==> config.mk <==
export PLATFORM = sky130hd
export DESIGN_NAME = icache_mshr_alloc_ctrl
export DESIGN_NICKNAME = d
export VERILOG_FILES = /design/src/rtl/icache_mshr_alloc_ctrl.sv
export SDC_FILE = /design/constraint.sdc
export NUM_CORES = 1
export LEC_CHECK = 0
export ABC_AREA = 0
export BUFFER_PORTS_ARGS = -buffer_cell sky130_fd_sc_hd__buf_2
export CAP_MARGIN = 5
export CORE_UTILIZATION = 51
export DETAILED_ROUTE_END_ITERATION = 8
export GPL_TIMING_DRIVEN = 0
export PLACE_DENSITY_LB_ADDON = 0.2
export SLEW_MARGIN = 20
export SYNTH_ARGS = -nofsm -noshare
export SYNTH_HDL_FRONTEND = slang
export SYNTH_SLANG_ARGS = --single-unit
==> constraint.sdc <==
create_clock -name clk -period 3.9 [get_ports clk]
set_clock_uncertainty 0.15 [all_clocks]
set_input_delay 0 -clock clk [delete_from_list [all_inputs] [get_ports clk]]
set_output_delay 0 -clock clk [all_outputs]
set_load 0.005 [all_outputs]
==> src/rtl/icache_mshr_alloc_ctrl.sv <==
// icache MSHR allocation controller.
// Keeps one pre-allocated entry ready so a granted miss requester gets its index
// in the same cycle. Tracks entry busy bits, takes releases from the refill path
// and reports pool occupancy.
module icache_mshr_alloc_ctrl #(
  parameter int ENTRY_NUM = 8,
  parameter int IDX_W     = $clog2(ENTRY_NUM),
  parameter int REQ_NUM   = 2
) (
  input  logic                 clk,
  input  logic                 rst,
  input  logic [REQ_NUM-1:0]   req_vld,
  output logic [REQ_NUM-1:0]   req_rdy,
  output logic [IDX_W-1:0]     alloc_idx,
  input  logic                 rel_vld,
  input  logic [IDX_W-1:0]     rel_idx,
  input  logic                 flush,
  output logic [IDX_W:0]       free_cnt,
  output logic                 pool_empty,
  output logic [ENTRY_NUM-1:0] busy_vec
);

  localparam int RR_W  = (REQ_NUM > 1) ? $clog2(REQ_NUM) : 1;
  localparam int CNT_W = IDX_W + 1;

  logic [ENTRY_NUM-1:0] busy_q, busy_d;
  logic                 pre_vld_q, pre_vld_d;
  logic [IDX_W-1:0]     pre_idx_q, pre_idx_d;
  logic [RR_W-1:0]      rr_ptr_q, rr_ptr_d;
  logic [CNT_W-1:0]     free_cnt_q, free_cnt_d;

  logic [REQ_NUM-1:0]   grant_oh;
  logic [RR_W-1:0]      grant_id;
  logic                 grant_found;
  int                   cand;
  logic                 fire;
  logic [IDX_W-1:0]     free_idx;
  logic                 free_found;
  logic                 rel_ok;
  logic                 preload;

  // Round-robin pick among requesters, starting at rr_ptr; nothing is granted
  // without a held entry, and flush suppresses grants in its own cycle.
  always_comb begin
    grant_oh    = '0;
    grant_id    = '0;
    grant_found = 1'b0;
    cand        = 0;
    for (int k = 0; k < REQ_NUM; k++) begin
      cand = (int'(rr_ptr_q) + k) % REQ_NUM;
      if (!grant_found && req_vld[cand[RR_W-1:0]]) begin
        grant_found                 = 1'b1;
        grant_oh[cand[RR_W-1:0]]    = 1'b1;
        grant_id                    = cand[RR_W-1:0];
      end
    end
    if (!pre_vld_q || flush) begin
      grant_oh    = '0;
      grant_found = 1'b0;
    end
  end

  assign req_rdy = grant_oh;
  assign fire    = |(req_vld & grant_oh);

  // Lowest-index free entry, taken from the registered busy bits only so a
  // same-cycle release never feeds the pre-load search.
  always_comb begin
    free_idx   = '0;
    free_found = 1'b0;
    for (int i = 0; i < ENTRY_NUM; i++) begin
      if (!free_found && !busy_q[i]) begin
        free_found = 1'b1;
        free_idx   = IDX_W'(i);
      end
    end
  end

  assign rel_ok  = rel_vld && busy_q[rel_idx] && !(pre_vld_q && (rel_idx == pre_idx_q));
  assign preload = (!pre_vld_q || fire) && free_found;

  // Next-state: release, pre-load and round-robin advance; flush restores the
  // post-reset state and discards everything else happening that cycle.
  always_comb begin
    busy_d     = busy_q;
    pre_vld_d  = preload | (pre_vld_q & ~fire);
    pre_idx_d  = preload ? free_idx : pre_idx_q;
    rr_ptr_d   = fire ? RR_W'((int'(grant_id) + 1) % REQ_NUM) : rr_ptr_q;
    free_cnt_d = free_cnt_q + CNT_W'(rel_ok) - CNT_W'(preload);
    if (rel_ok) begin
      busy_d[rel_idx] = 1'b0;
    end
    if (preload) begin
      busy_d[free_idx] = 1'b1;
    end
    if (flush) begin
      busy_d     = '0;
      pre_vld_d  = 1'b0;
      pre_idx_d  = '0;
      rr_ptr_d   = '0;
      free_cnt_d = CNT_W'(ENTRY_NUM);
    end
  end

  // State registers with synchronous reset.
  always_ff @(posedge clk) begin
    if (rst) begin
      busy_q     <= '0;
      pre_vld_q  <= 1'b0;
      pre_idx_q  <= '0;
      rr_ptr_q   <= '0;
      free_cnt_q <= CNT_W'(ENTRY_NUM);
    end else begin
      busy_q     <= busy_d;
      pre_vld_q  <= pre_vld_d;
      pre_idx_q  <= pre_idx_d;
      rr_ptr_q   <= rr_ptr_d;
      free_cnt_q <= free_cnt_d;
    end
  end

  assign alloc_idx  = pre_idx_q;
  assign free_cnt   = free_cnt_q;
  assign pool_empty = (free_cnt_q == '0) && !pre_vld_q;
  assign busy_vec   = busy_q;

  // Releasing an idle entry or the held entry indicates a refill-path bug.
  a_rel_legal: assert property (@(posedge clk) disable iff (rst || flush)
    rel_vld |-> (busy_q[rel_idx] && !(pre_vld_q && (rel_idx == pre_idx_q))));

  // The free counter must always agree with the busy bits.
  a_cnt_consistent: assert property (@(posedge clk) disable iff (rst)
    int'(free_cnt_q) == (ENTRY_NUM - $countones(busy_q)));

  // No grant may be issued without a held entry.
  a_rdy_needs_pre: assert property (@(posedge clk)
    !pre_vld_q |-> (req_rdy == '0));

endmodule
==> results of run 1 <==
## state kept, by name, summed over array words and instances (netlist names), named ones only
signal	cells
busy_vec	8
alloc_idx	3
pre_vld_q	1
free_cnt	4
## tightest hold or removal path, cell delays in order
cell and delay, ns:
sky130_fd_sc_hd__buf_2 0.13, sky130_fd_sc_hd__nand2b_1 0.17, sky130_fd_sc_hd__nor2_1 0.11, sky130_fd_sc_hd__a311oi_1 0.09
## layout make-up
cell class | instances | share of cell area [%]
Multi-Input combinational cell | 85 | 48.4
Inverter | 9 | 2.53
Buffer | 5 | 2.43
Sequential cell | 17 | 25.4
Clock buffer | 3 | 1.68
Tap cell | 27 | 2.53
Clock inverter | 1 | 0.561
Timing Repair Buffer | 34 | 16.5
## power breakdown
part            total, W  internal (W)  switching (W)
Clock           0.000101     0.0000392      0.0000614
Combinational  0.0000852     0.0000417      0.0000436
Sequential      0.000187      0.000181     0.00000612
Total           0.000373      0.000262       0.000111
## cell families after synthesis
kind of cell / count (synthesis) / synth area share (%)
XOR/XNOR: 5 / 5.58
flip-flops: 17 / 32.3
AO/OA/AOI/OAI: 34 / 23.9
adder cells (fa/ha/maj): 6 / 7.84
multiplexers: 3 / 6.06
buffers and inverters: 14 / 6.29
AND/OR/NAND/NOR: 37 / 18.1
## layer usage
layer | global-route usage, % | wire length [um] | vias to the layer above
met3 | 4.15 | 95 | 7
li1 | - | - | 511
met2 | 43.0 | 1350 | 39
met1 | 26.4 | 1010 | 499
met4 | 14.3 | 59 | 0
met5 | 0 | 0 | -
## worst max-delay path by stage
stage	from	endpoint	slack, ns	cells after the start
2_1_floorplan	busy_vec[0]	free_cnt[3]	1.51	10
5_1_grt	busy_vec[0]	free_cnt[2]	1.23	10
6_report	busy_vec[0]	free_cnt[3]	1.35	10
3_3_place_gp	busy_vec[0]	free_cnt[3]	1.40	10
4_1_cts	busy_vec[0]	free_cnt[3]	1.35	10
3_5_place_dp	busy_vec[0]	free_cnt[3]	1.37	10
## stage by stage
stage	setup slack, ns	instance area [um^2]
after global routing	1.23	1340
after CTS	1.35	1340
after global placement	1.40	1210
after detailed placement	1.37	1210
final	1.35	1340
after floorplan	1.51	1050
## repair_timing
item,in CTS,in global routing
gates resized for setup,0,0
hold buffers,10,0
hold endpoints to repair,12,0
## placed cells by master, fill, tap and decap left out, types with 2 or more instances in the layout
cell and instances:
sky130_fd_sc_hd__xnor2_1 2, sky130_fd_sc_hd__o311ai_1 2, sky130_fd_sc_hd__o211ai_1 3, sky130_fd_sc_hd__o211a_1 3
sky130_fd_sc_hd__nor2_1 7, sky130_fd_sc_hd__dfxtp_1 17, sky130_fd_sc_hd__nor2b_1 2, sky130_fd_sc_hd__clkbuf_4 3
sky130_fd_sc_hd__o21ai_1 2, sky130_fd_sc_hd__dlygate4sd3_1 10, sky130_fd_sc_hd__a32o_1 2, sky130_fd_sc_hd__nand2_1 10
sky130_fd_sc_hd__and2_1 2, sky130_fd_sc_hd__a311oi_1 2, sky130_fd_sc_hd__o21ai_0 4, sky130_fd_sc_hd__ha_1 5
sky130_fd_sc_hd__a31oi_1 2, sky130_fd_sc_hd__xnor2_2 2, sky130_fd_sc_hd__nand3_1 4, sky130_fd_sc_hd__a21oi_1 8
sky130_fd_sc_hd__and3_1 2, sky130_fd_sc_hd__nand4_1 3, sky130_fd_sc_hd__nand2b_1 3, sky130_fd_sc_hd__inv_1 9
sky130_fd_sc_hd__buf_2 26, sky130_fd_sc_hd__mux4_1 2
==> flow_summary.yaml, run 1 <==
run_status:
  result_of_the_run: "finished with violations"
  violations: "design-rule violations"
synth:
  yosys_most_used_dff: "sky130_fd_sc_hd__dfxtp_1"
  most_used_standard_cell_by_instance_count_after_synthesis: "sky130_fd_sc_hd__dfxtp_1"
  synth_top_area_share_pct: 32.3
  synth_area_leaders: "sky130_fd_sc_hd__dfxtp_1 (32%), sky130_fd_sc_hd__ha_1 (5.9%), sky130_fd_sc_hd__mux4_1 (5.0%), sky130_fd_sc_hd__a21oi_1 (3.8%), sky130_fd_sc_hd__nand2_1 (3.6%)"
  synth.yosys.warnings: 0
  synth_async_sr_flop_share_pct: 0
  synth_largest_area_cell: "sky130_fd_sc_hd__dfxtp_1"
  avg_inst_size_synth_um2: 9.08
  mappedNetlistArea_um2: 1050
  synth_common_cells: "sky130_fd_sc_hd__dfxtp_1 (17), sky130_fd_sc_hd__nand2_1 (10), sky130_fd_sc_hd__inv_1 (9)"
  yosys.cell_types.count: 40
  synth_seq_cells: 17
  post_synth_net_total: 131
  postSynthCellCount: 116
  number_of_synthesized_flops_with_an_enable_pin: 0
  synth_sequential_area_ratio_pct: 32.3
clock_tree:
  cts-htree-levels: 1
  clk_sinks: 17
  clk_transition_reported_paths_ns: 0.11
  cts-root-buf: "sky130_fd_sc_hd__clkbuf_4"
  numCtsBuffers: 3
  tritoncts_clock_tree: "built"
  worstSkewPairLatency_ns: 0.31
  max-clock-path-buffers: 2
  post_cts_buffers: 0
worst_setup_path:
  critical_path_buf_inv_count: 2
  arrival_time_reported_for_the_critical_path_endpoint_ns: 2.59
  regToRegStartpoint: "busy_vec[0]"
  capturing_point_of_the_worst_reg2reg_path: "free_cnt[3]"
  worst_path_max_delay_cell: "sky130_fd_sc_hd__mux4_1"
  critical_path_required_ns: 3.94
  crit_start_category: "flip-flop"
  timing.critical_path.cells: "buf_2, mux4_1, o2111ai_1, ha_1, inv_1, ha_1, a21o_1, a21oi_1, xnor2_1, nand2_1"
  cpPeakStageDelay_ns: 0.50
  cell_type_group_with_the_largest_total_delay_on_the_critical_path: "compound AO/OA/AOI/OAI gates"
  worst-r2r-cell-count: 10
  cp-end-kind: "flip-flop"
  critical_path.most_common_cell: "sky130_fd_sc_hd__ha_1"
  worstPathMaxFanout: 9
  reg2reg_setup_slack_ns: 1.35
  critical_path_class: "reg2reg"
min_path:
  hold_path.startpoint: "rel_idx[1]"
  hold_end: "busy_vec[1]"
  hold_path.class: "in2reg"
  min_path_cells: 4
die:
  core_area_um2: 1940
  die_h_um: 47.5
  design.portCount: 27
  core.rowCount: 16
  effective_utilization_at_floorplan_pct: 54.3
  floorplan.die_area_um2: 2250
  die_w_um: 47.5
sta:
  max_slew_margin_pct: 72.2
  grt_setup_unrepaired: "no"
  post-route-period-util_pct: 65.3
  worst_hold_slack_ns: 0.0836
  fmax_mhz: 393
  tightest_slew_ns: 0.417
  report.final.setup_viol: 0
  finalSetupTns_ns: 0
  timing.final.max_slew_violations: 0
  report.final.hold_viol_count: 0
  finalCriticalPeriod_ns: 2.55
cells_and_area:
  multiInputGateArea_um2: 647
  final_core_utilization_pct: 68.9
  fillers: 186
  layout.nets: 170
  flip_flop_and_latch_area_um2: 340
  num_antenna_cells: 0
  syn2layout_area_growth_pct: 27.0
  post_layout_nonfiller_instances: 181
  fraction_of_layout_cells_with_a_size_suffix_above_1_pct: 24.7
global_routing:
  globalRouteTotalUtil_pct: 24.0
  grt-ovfl-total: 0
  vias_in_the_first_global_route: 904
  grt_start_max_net_pins: 12
  antenna_violations_before_repair: 0
  grt_pass1_wl_um: 3710
placed_design:
  place.detailed.instances: 167
  routabilityCongestion: 0.802
  dp.final_hpwl_um: 1790
  portBuffers: 24
route:
  antenna_left: 0
  drcViolationCount: 1
  wirelength_um: 2510
  detailed_route_wire_length_per_cell_um: 13.9
  drtIter0Drc: 20
  dr_total_vias: 1056
  drt_first_pass_iters: 6
  routed_via_count_divided_by_cell_count: 5.83
pwr:
  power_density_nw_per_um2: 279
  power.total_w: 0.000373
  power.ir.vdd_worst_v: 0.000223
  cellLeakagePower_nw: 0.618
flow_run:
  cap_violations: 0
(Power assumes the default switching activity.)
==> inputs of run 2 (changes only) <==
ABC_AREA = 1   (was 0)
CORE_ASPECT_RATIO = 0.6   (was not set)
CORE_UTILIZATION = 48   (was 51)
clock period = 2.04 ns   (was 3.9 ns; I/O delays follow)
==> flow_summary.yaml, run 2 <==
run_status:
  result_of_the_run: "finished with violations"
  violations: "negative setup slack"
pwr:
  power.ir.vdd_worst_v: 0.000275
  power_density_nw_per_um2: 482
  sequential_share_of_power_pct: 43.9
  power.net_switching_w: 0.000252
  switching_share_of_power_pct: 31.2
  cellLeakagePower_nw: 0.829
  internal_power_w: 0.000554
  clkPwrFrac_pct: 33.3
  p_comb_share_pct: 22.8
global_routing:
  globalRouteTotalUtil_pct: 29.9
  grt-ovfl-total: 0
  vias_in_the_first_global_route: 1228
  antenna_violations_before_repair: 0
  grt_start_max_net_pins: 11
  grt_pass1_wl_um: 5690
sta:
  tightest_slew_ns: 0.494
  grt_setup_unrepaired: "yes"
  post-route-period-util_pct: 110
  finalCriticalPeriod_ns: 2.25
  post-route-worst-setup-slack_ns: -0.213
  timing.final.max_slew_violations: 0
  report.final.setup_viol: 3
  worst_hold_slack_ns: 0.0943
  fmax_mhz: 444
  finalSetupTns_ns: -0.567
  max_slew_margin_pct: 67.1
  report.final.hold_viol_count: 0
synth:
  yosys.cell_types.count: 28
  post_synth_net_total: 197
  synth_top_area_share_pct: 28.4
  synth_seq_cells: 17
  yosys_most_used_dff: "sky130_fd_sc_hd__dfxtp_1"
  postSynthCellCount: 182
  avg_inst_size_synth_um2: 6.58
  number_of_synthesized_flops_with_an_enable_pin: 0
  most_used_standard_cell_by_instance_count_after_synthesis: "sky130_fd_sc_hd__nand2_1"
  synth_common_cells: "sky130_fd_sc_hd__nand2_1 (54), sky130_fd_sc_hd__inv_1 (27), sky130_fd_sc_hd__dfxtp_1 (17)"
  synth_largest_area_cell: "sky130_fd_sc_hd__dfxtp_1"
  synth_sequential_area_ratio_pct: 28.4
  mappedNetlistArea_um2: 1200
  synth_async_sr_flop_share_pct: 0
  synth.yosys.warnings: 0
  synth_area_leaders: "sky130_fd_sc_hd__dfxtp_1 (28%), sky130_fd_sc_hd__nand2_1 (17%), sky130_fd_sc_hd__inv_1 (8.5%), sky130_fd_sc_hd__nand3_1 (5.9%), sky130_fd_sc_hd__ha_1 (5.2%)"
placed_design:
  place_ws_ns: -0.467
  routabilityCongestion: 0.921
  portBuffers: 25
  dp.final_hpwl_um: 2380
route:
  drcViolationCount: 0
  antenna_left: 0
  wirelength_um: 3760
  dr_total_vias: 1409
  routed_via_count_divided_by_cell_count: 5.44
  detailed_route_wire_length_per_cell_um: 14.5
  drtIter0Drc: 153
  drt_first_pass_iters: 6
min_path:
  hold_path.class: "in2reg"
die:
  core_area_um2: 2260
  design.portCount: 27
  die_h_um: 40.7
  effective_utilization_at_floorplan_pct: 53.0
  floorplan.die_area_um2: 2700
  core.rowCount: 13
  die_w_um: 66.5
clock_tree:
  cts-htree-levels: 1
  worstSkewPairLatency_ns: 0.27
  tritoncts_clock_tree: "built"
  clk_sinks: 17
  clk_transition_reported_paths_ns: 0.08
  numCtsBuffers: 3
  max-clock-path-buffers: 2
  cts-root-buf: "sky130_fd_sc_hd__clkbuf_8"
cells_and_area:
  final_core_utilization_pct: 74.0
  largest_register_ffs: 8
  num_antenna_cells: 0
  syn2layout_area_growth_pct: 39.8
  layout.cells.most_common: "sky130_fd_sc_hd__nand2_1"
  flip_flop_and_latch_area_um2: 364
  fraction_of_layout_cells_with_a_size_suffix_above_1_pct: 37.6
  multiInputGateArea_um2: 802
  layout.nets: 245
  final_cell_mix: "sky130_fd_sc_hd__nand2_1 (50), sky130_fd_sc_hd__buf_2 (26), sky130_fd_sc_hd__inv_1 (23), sky130_fd_sc_hd__nor2_1 (13), sky130_fd_sc_hd__nand3_1 (12)"
  fillers: 187
worst_setup_path:
  timing.critical_path.cells: "nand2_4, nor2_4, nand4_4, o21ai_4, inv_2, ha_4, inv_2, ha_4, inv_4, fa_2, xor2_1, nor2_1"
  critical_path_class: "reg2reg"
  cell_type_group_with_the_largest_total_delay_on_the_critical_path: "adder cells"
  worstPathMaxFanout: 4
  critical_path_buf_inv_count: 3
  worst_path_max_delay_cell: "sky130_fd_sc_hd__dfxtp_4"
  critical_path_required_ns: 2.01
  crit_start_category: "flip-flop"
  arrival_time_reported_for_the_critical_path_endpoint_ns: 2.23
  cpPeakStageDelay_ns: 0.39
  cp-end-kind: "flip-flop"
flow_run:
  cap_violations: 0
==> run 2: cell count changes after synthesis, moves of 4 or more <==
| cell | delta |
|---|---|
| sky130_fd_sc_hd__nand3_1 | +10 |
| sky130_fd_sc_hd__nor2_1 | +8 |
| sky130_fd_sc_hd__nand2_1 | +44 |
| sky130_fd_sc_hd__nor2_4 | +4 |
| sky130_fd_sc_hd__inv_1 | +18 |
| sky130_fd_sc_hd__nor3_1 | +9 |
==> run 2: path summary, 6_finish.rpt <==
path | to | from | depth (start not counted) | slack (ns)
worst min register to register | alloc_idx[2] | alloc_idx[2] | 2 | 0.35
worst min-delay path | busy_vec[1] | rel_idx[2] | 5 | 0.09
worst max-delay path | free_cnt[2] | busy_vec[1] | 12 | -0.21
worst max register to register | free_cnt[2] | busy_vec[1] | 12 | -0.21
==> run 2: per-stage QoR <==
stage               total power, W  cells  cell area [um^2]
floorplan                 0.000463    182              1230
global placement          0.000503    237              1400
detailed placement        0.000511    237              1400
CTS                       0.000800    255              1610
global route              0.000840    259              1670
finish                    0.000806    259              1670
==> run 2: layer usage <==
metal	vias to the layer above	global-route usage, %	share of wire, %
met5	-	0	0
met1	646	39.3	43
li1	676	-	-
met3	6	6.94	9.1
met2	81	49.2	46
met4	0	11.2	1.4
==> run 2: power by group through the flow <==
stage	registers [W]	logic, W	clock network (W)
6_report	0.000354	0.000184	0.000269
5_1_grt	0.000355	0.000204	0.000280
4_1_cts	0.000355	0.000172	0.000273
3_5_place_dp	0.000366	0.000145	0
3_3_place_gp	0.000365	0.000138	0
2_1_floorplan	0.000365	0.0000980	0
==> run 2: area by class of cell <==
| type | instances | share of cell area (%) |
|---|---|---|
| multi-input cells | 132 | 47.9 |
| flip-flops and latches | 17 | 21.7 |
| repair buffers | 43 | 16.7 |
| inverters | 30 | 6.88 |
| clock buffers | 3 | 2.47 |
| well taps | 30 | 2.24 |
| plain buffers | 3 | 1.72 |
| clock inverters | 1 | 0.299 |
==> run 2: timing repair <==
item                                   in CTS  in global routing
hold buffers                                5                  0
endpoints found under the hold margin       6                  0
pin swaps                                   9                  6
gates resized for setup                    18                 12
setup endpoints to repair                   4                  3
setup buffers                               9                  4
==> run 2: worst register-to-register path, delay by kind of cell (launching register included) <==
family | cells | cell delay [ns]
DFF | 1 | 0.39
adders and majority gates | 3 | 0.68
and+or+nand+nor | 4 | 0.38
xor gates and xnor gates | 1 | 0.14
AOI/OAI and AO/OA | 1 | 0.22
buffers and inverters | 3 | 0.16
==> run 2: cells by family after synthesis <==
family                   synth area share, %
AO/OA/AOI/OAI                           11.9
AND/OR/NAND/NOR                         40.2
adder cells (fa/ha/maj)                 6.90
buffers and inverters                   11.8
flip-flops                              28.4
XOR/XNOR                               0.732
==> inputs of run 3 (changes only) <==
==> constraint.sdc (replaced) <==
create_clock -name clk -period 2.04 [get_ports clk]
set_clock_uncertainty 0.15 [all_clocks]
set_input_delay 0.204 -clock clk [delete_from_list [all_inputs] [get_ports clk]]
set_output_delay 0.204 -clock clk [all_outputs]
set_load 0.02 [all_outputs]
==> flow_summary.yaml, run 3 (synthesis gave the netlist of run 2 again) <==
global_routing:
  grt_start_max_net_pins: 11
  grt-ovfl-total: 0
  grt_pass1_wl_um: 5060
  globalRouteTotalUtil_pct: 26.7
  vias_in_the_first_global_route: 1117
  antenna_violations_before_repair: 0
die:
  floorplan.die_area_um2: 2700
  effective_utilization_at_floorplan_pct: 53.0
  die_w_um: 66.5
  core_area_um2: 2260
  design.portCount: 27
  die_h_um: 40.7
  core.rowCount: 13
clock_tree:
  tritoncts_clock_tree: "built"
  clk_transition_reported_paths_ns: 0.07
  numCtsBuffers: 3
  cts-htree-levels: 1
  worstSkewPairLatency_ns: 0.26
  cts.hold.buffers_added: 0
  max-clock-path-buffers: 2
  cts-root-buf: "sky130_fd_sc_hd__clkbuf_8"
  clk_sinks: 17
cells_and_area:
  fillers: 191
  syn2layout_area_growth_pct: 31.7
  post_layout_nonfiller_instances: 250
  fraction_of_layout_cells_with_a_size_suffix_above_1_pct: 36.4
  num_antenna_cells: 0
  multiInputGateArea_um2: 792
  final_cell_mix: "sky130_fd_sc_hd__nand2_1 (50), sky130_fd_sc_hd__buf_2 (26), sky130_fd_sc_hd__inv_1 (24), sky130_fd_sc_hd__nand3_1 (13), sky130_fd_sc_hd__nor2_1 (13)"
  flip_flop_and_latch_area_um2: 365
  largest_register_ffs: 8
  layout.cells.most_common: "sky130_fd_sc_hd__nand2_1"
  layout.nets: 236
worst_setup_path:
  cp-end-kind: "flip-flop"
  critical_path_required_ns: 2.02
  crit_start_category: "flip-flop"
  worst_path_max_delay_cell: "sky130_fd_sc_hd__fa_2"
  critical_path_class: "reg2reg"
  cpPeakStageDelay_ns: 0.52
  worstPathMaxFanout: 6
  arrival_time_reported_for_the_critical_path_endpoint_ns: 2.22
  critical_path.most_common_cell: "sky130_fd_sc_hd__nand2_1"
  timing.critical_path.cells: "buf_12, nand2_2, nand2_1, nand2_1, nand2_1, nand2_2, nand2_4, nand2_4, ha_4, inv_2, ha_4, inv_4, fa_2, nor2_1"
min_path:
  hold_path.class: "in2reg"
route:
  routed_via_count_divided_by_cell_count: 5.28
  drtIter0Drc: 131
  drt_first_pass_iters: 4
  dr_total_vias: 1321
  wirelength_um: 3310
  drcViolationCount: 0
  detailed_route_wire_length_per_cell_um: 13.2
  antenna_left: 0
placed_design:
  portBuffers: 25
  place_ws_ns: -0.438
  dp.final_hpwl_um: 2430
  routabilityCongestion: 0.879
  place.detailed.instances: 237
sta:
  post-route-worst-setup-slack_ns: -0.195
  tightest_slew_ns: 0.467
  worst_hold_slack_ns: 0.104
  grt_setup_unrepaired: "yes"
  max_slew_margin_pct: 68.9
  fmax_mhz: 447
  report.final.hold_viol_count: 0
  post-route-period-util_pct: 110
  finalCriticalPeriod_ns: 2.24
  report.final.setup_viol: 3
  timing.final.max_slew_violations: 0
run_status:
  result_of_the_run: "finished with violations"
  violations: "negative setup slack"
pwr:
  power.total_w: 0.000801
  power.ir.vdd_worst_v: 0.000446
  power_density_nw_per_um2: 508
  cellLeakagePower_nw: 0.771
flow_run:
  cap_violations: 0
-- run 3: cell count changes in the layout (fill, tap and decap cells not counted), sizes merged --
cell / change
clkbuf: +1
buf: -4
clkinv: -1
dlygate4sd3: -5
-- run 3: path summary, 6_finish.rpt --
path | slack [ns] | startpoint | cells after the start | to
min | 0.10 | rst | 4 | alloc_idx[0]
max reg2reg | -0.20 | busy_vec[4] | 14 | free_cnt[1]
max | -0.20 | busy_vec[4] | 14 | free_cnt[1]
min reg2reg | 0.35 | alloc_idx[2] | 2 | alloc_idx[2]
-- run 3: cell type report --
class	count	share of cell area, %
Buffer	3	1.83
Clock buffer	4	2.86
Inverter	30	7.30
Multi-Input combinational cell	132	50.2
Sequential cell	17	23.2
Tap cell	30	2.38
Timing Repair Buffer	34	12.2
-- run 3: metal layers --
metal  track usage, %  routed length [um]
met2             45.2                1520
met1             34.5                1470
met5                0                   0
met3             5.83                 284
met4             9.57                  34
-- run 3: where the power goes --
group | internal [W] | switching, W | leakage [nW]
Clock | 0.000139 | 0.000124 | 0.0228
Sequential | 0.000340 | 0.0000142 | 0.145
Combinational | 0.0000689 | 0.000114 | 0.604
-- run 3: per-stage QoR --
| stage | setup TNS (ns) | utilization (%) | cell area (um^2) |
|---|---|---|---|
| floorplan | -0.789 | - | 1250 |
| global placement | -1.01 | 62.4 | 1410 |
| detailed placement | -1.22 | 62.4 | 1410 |
| CTS | -0.446 | 67.5 | 1530 |
| global route | -0.821 | 69.7 | 1580 |
| finish | -0.511 | 69.7 | 1580 |
-- run 3: worst max-delay path, delay by kind of cell, from the launching register on --
family | cells | cell delay, ns
simple gates | 8 | 0.51
buf+inv | 3 | 0.21
fa+ha+maj | 3 | 0.87
flops | 1 | 0.35
-- run 3: what timing repair did --
| action | in CTS | in global routing |
|---|---|---|
| setup endpoints to repair | 4 | 3 |
| buffers inserted | 6 | 3 |
| pin swaps | 6 | 5 |
| cloned | 0 | 0 |
| resized for setup | 10 | 10 |
| hold endpoints to repair | 0 | 0 |
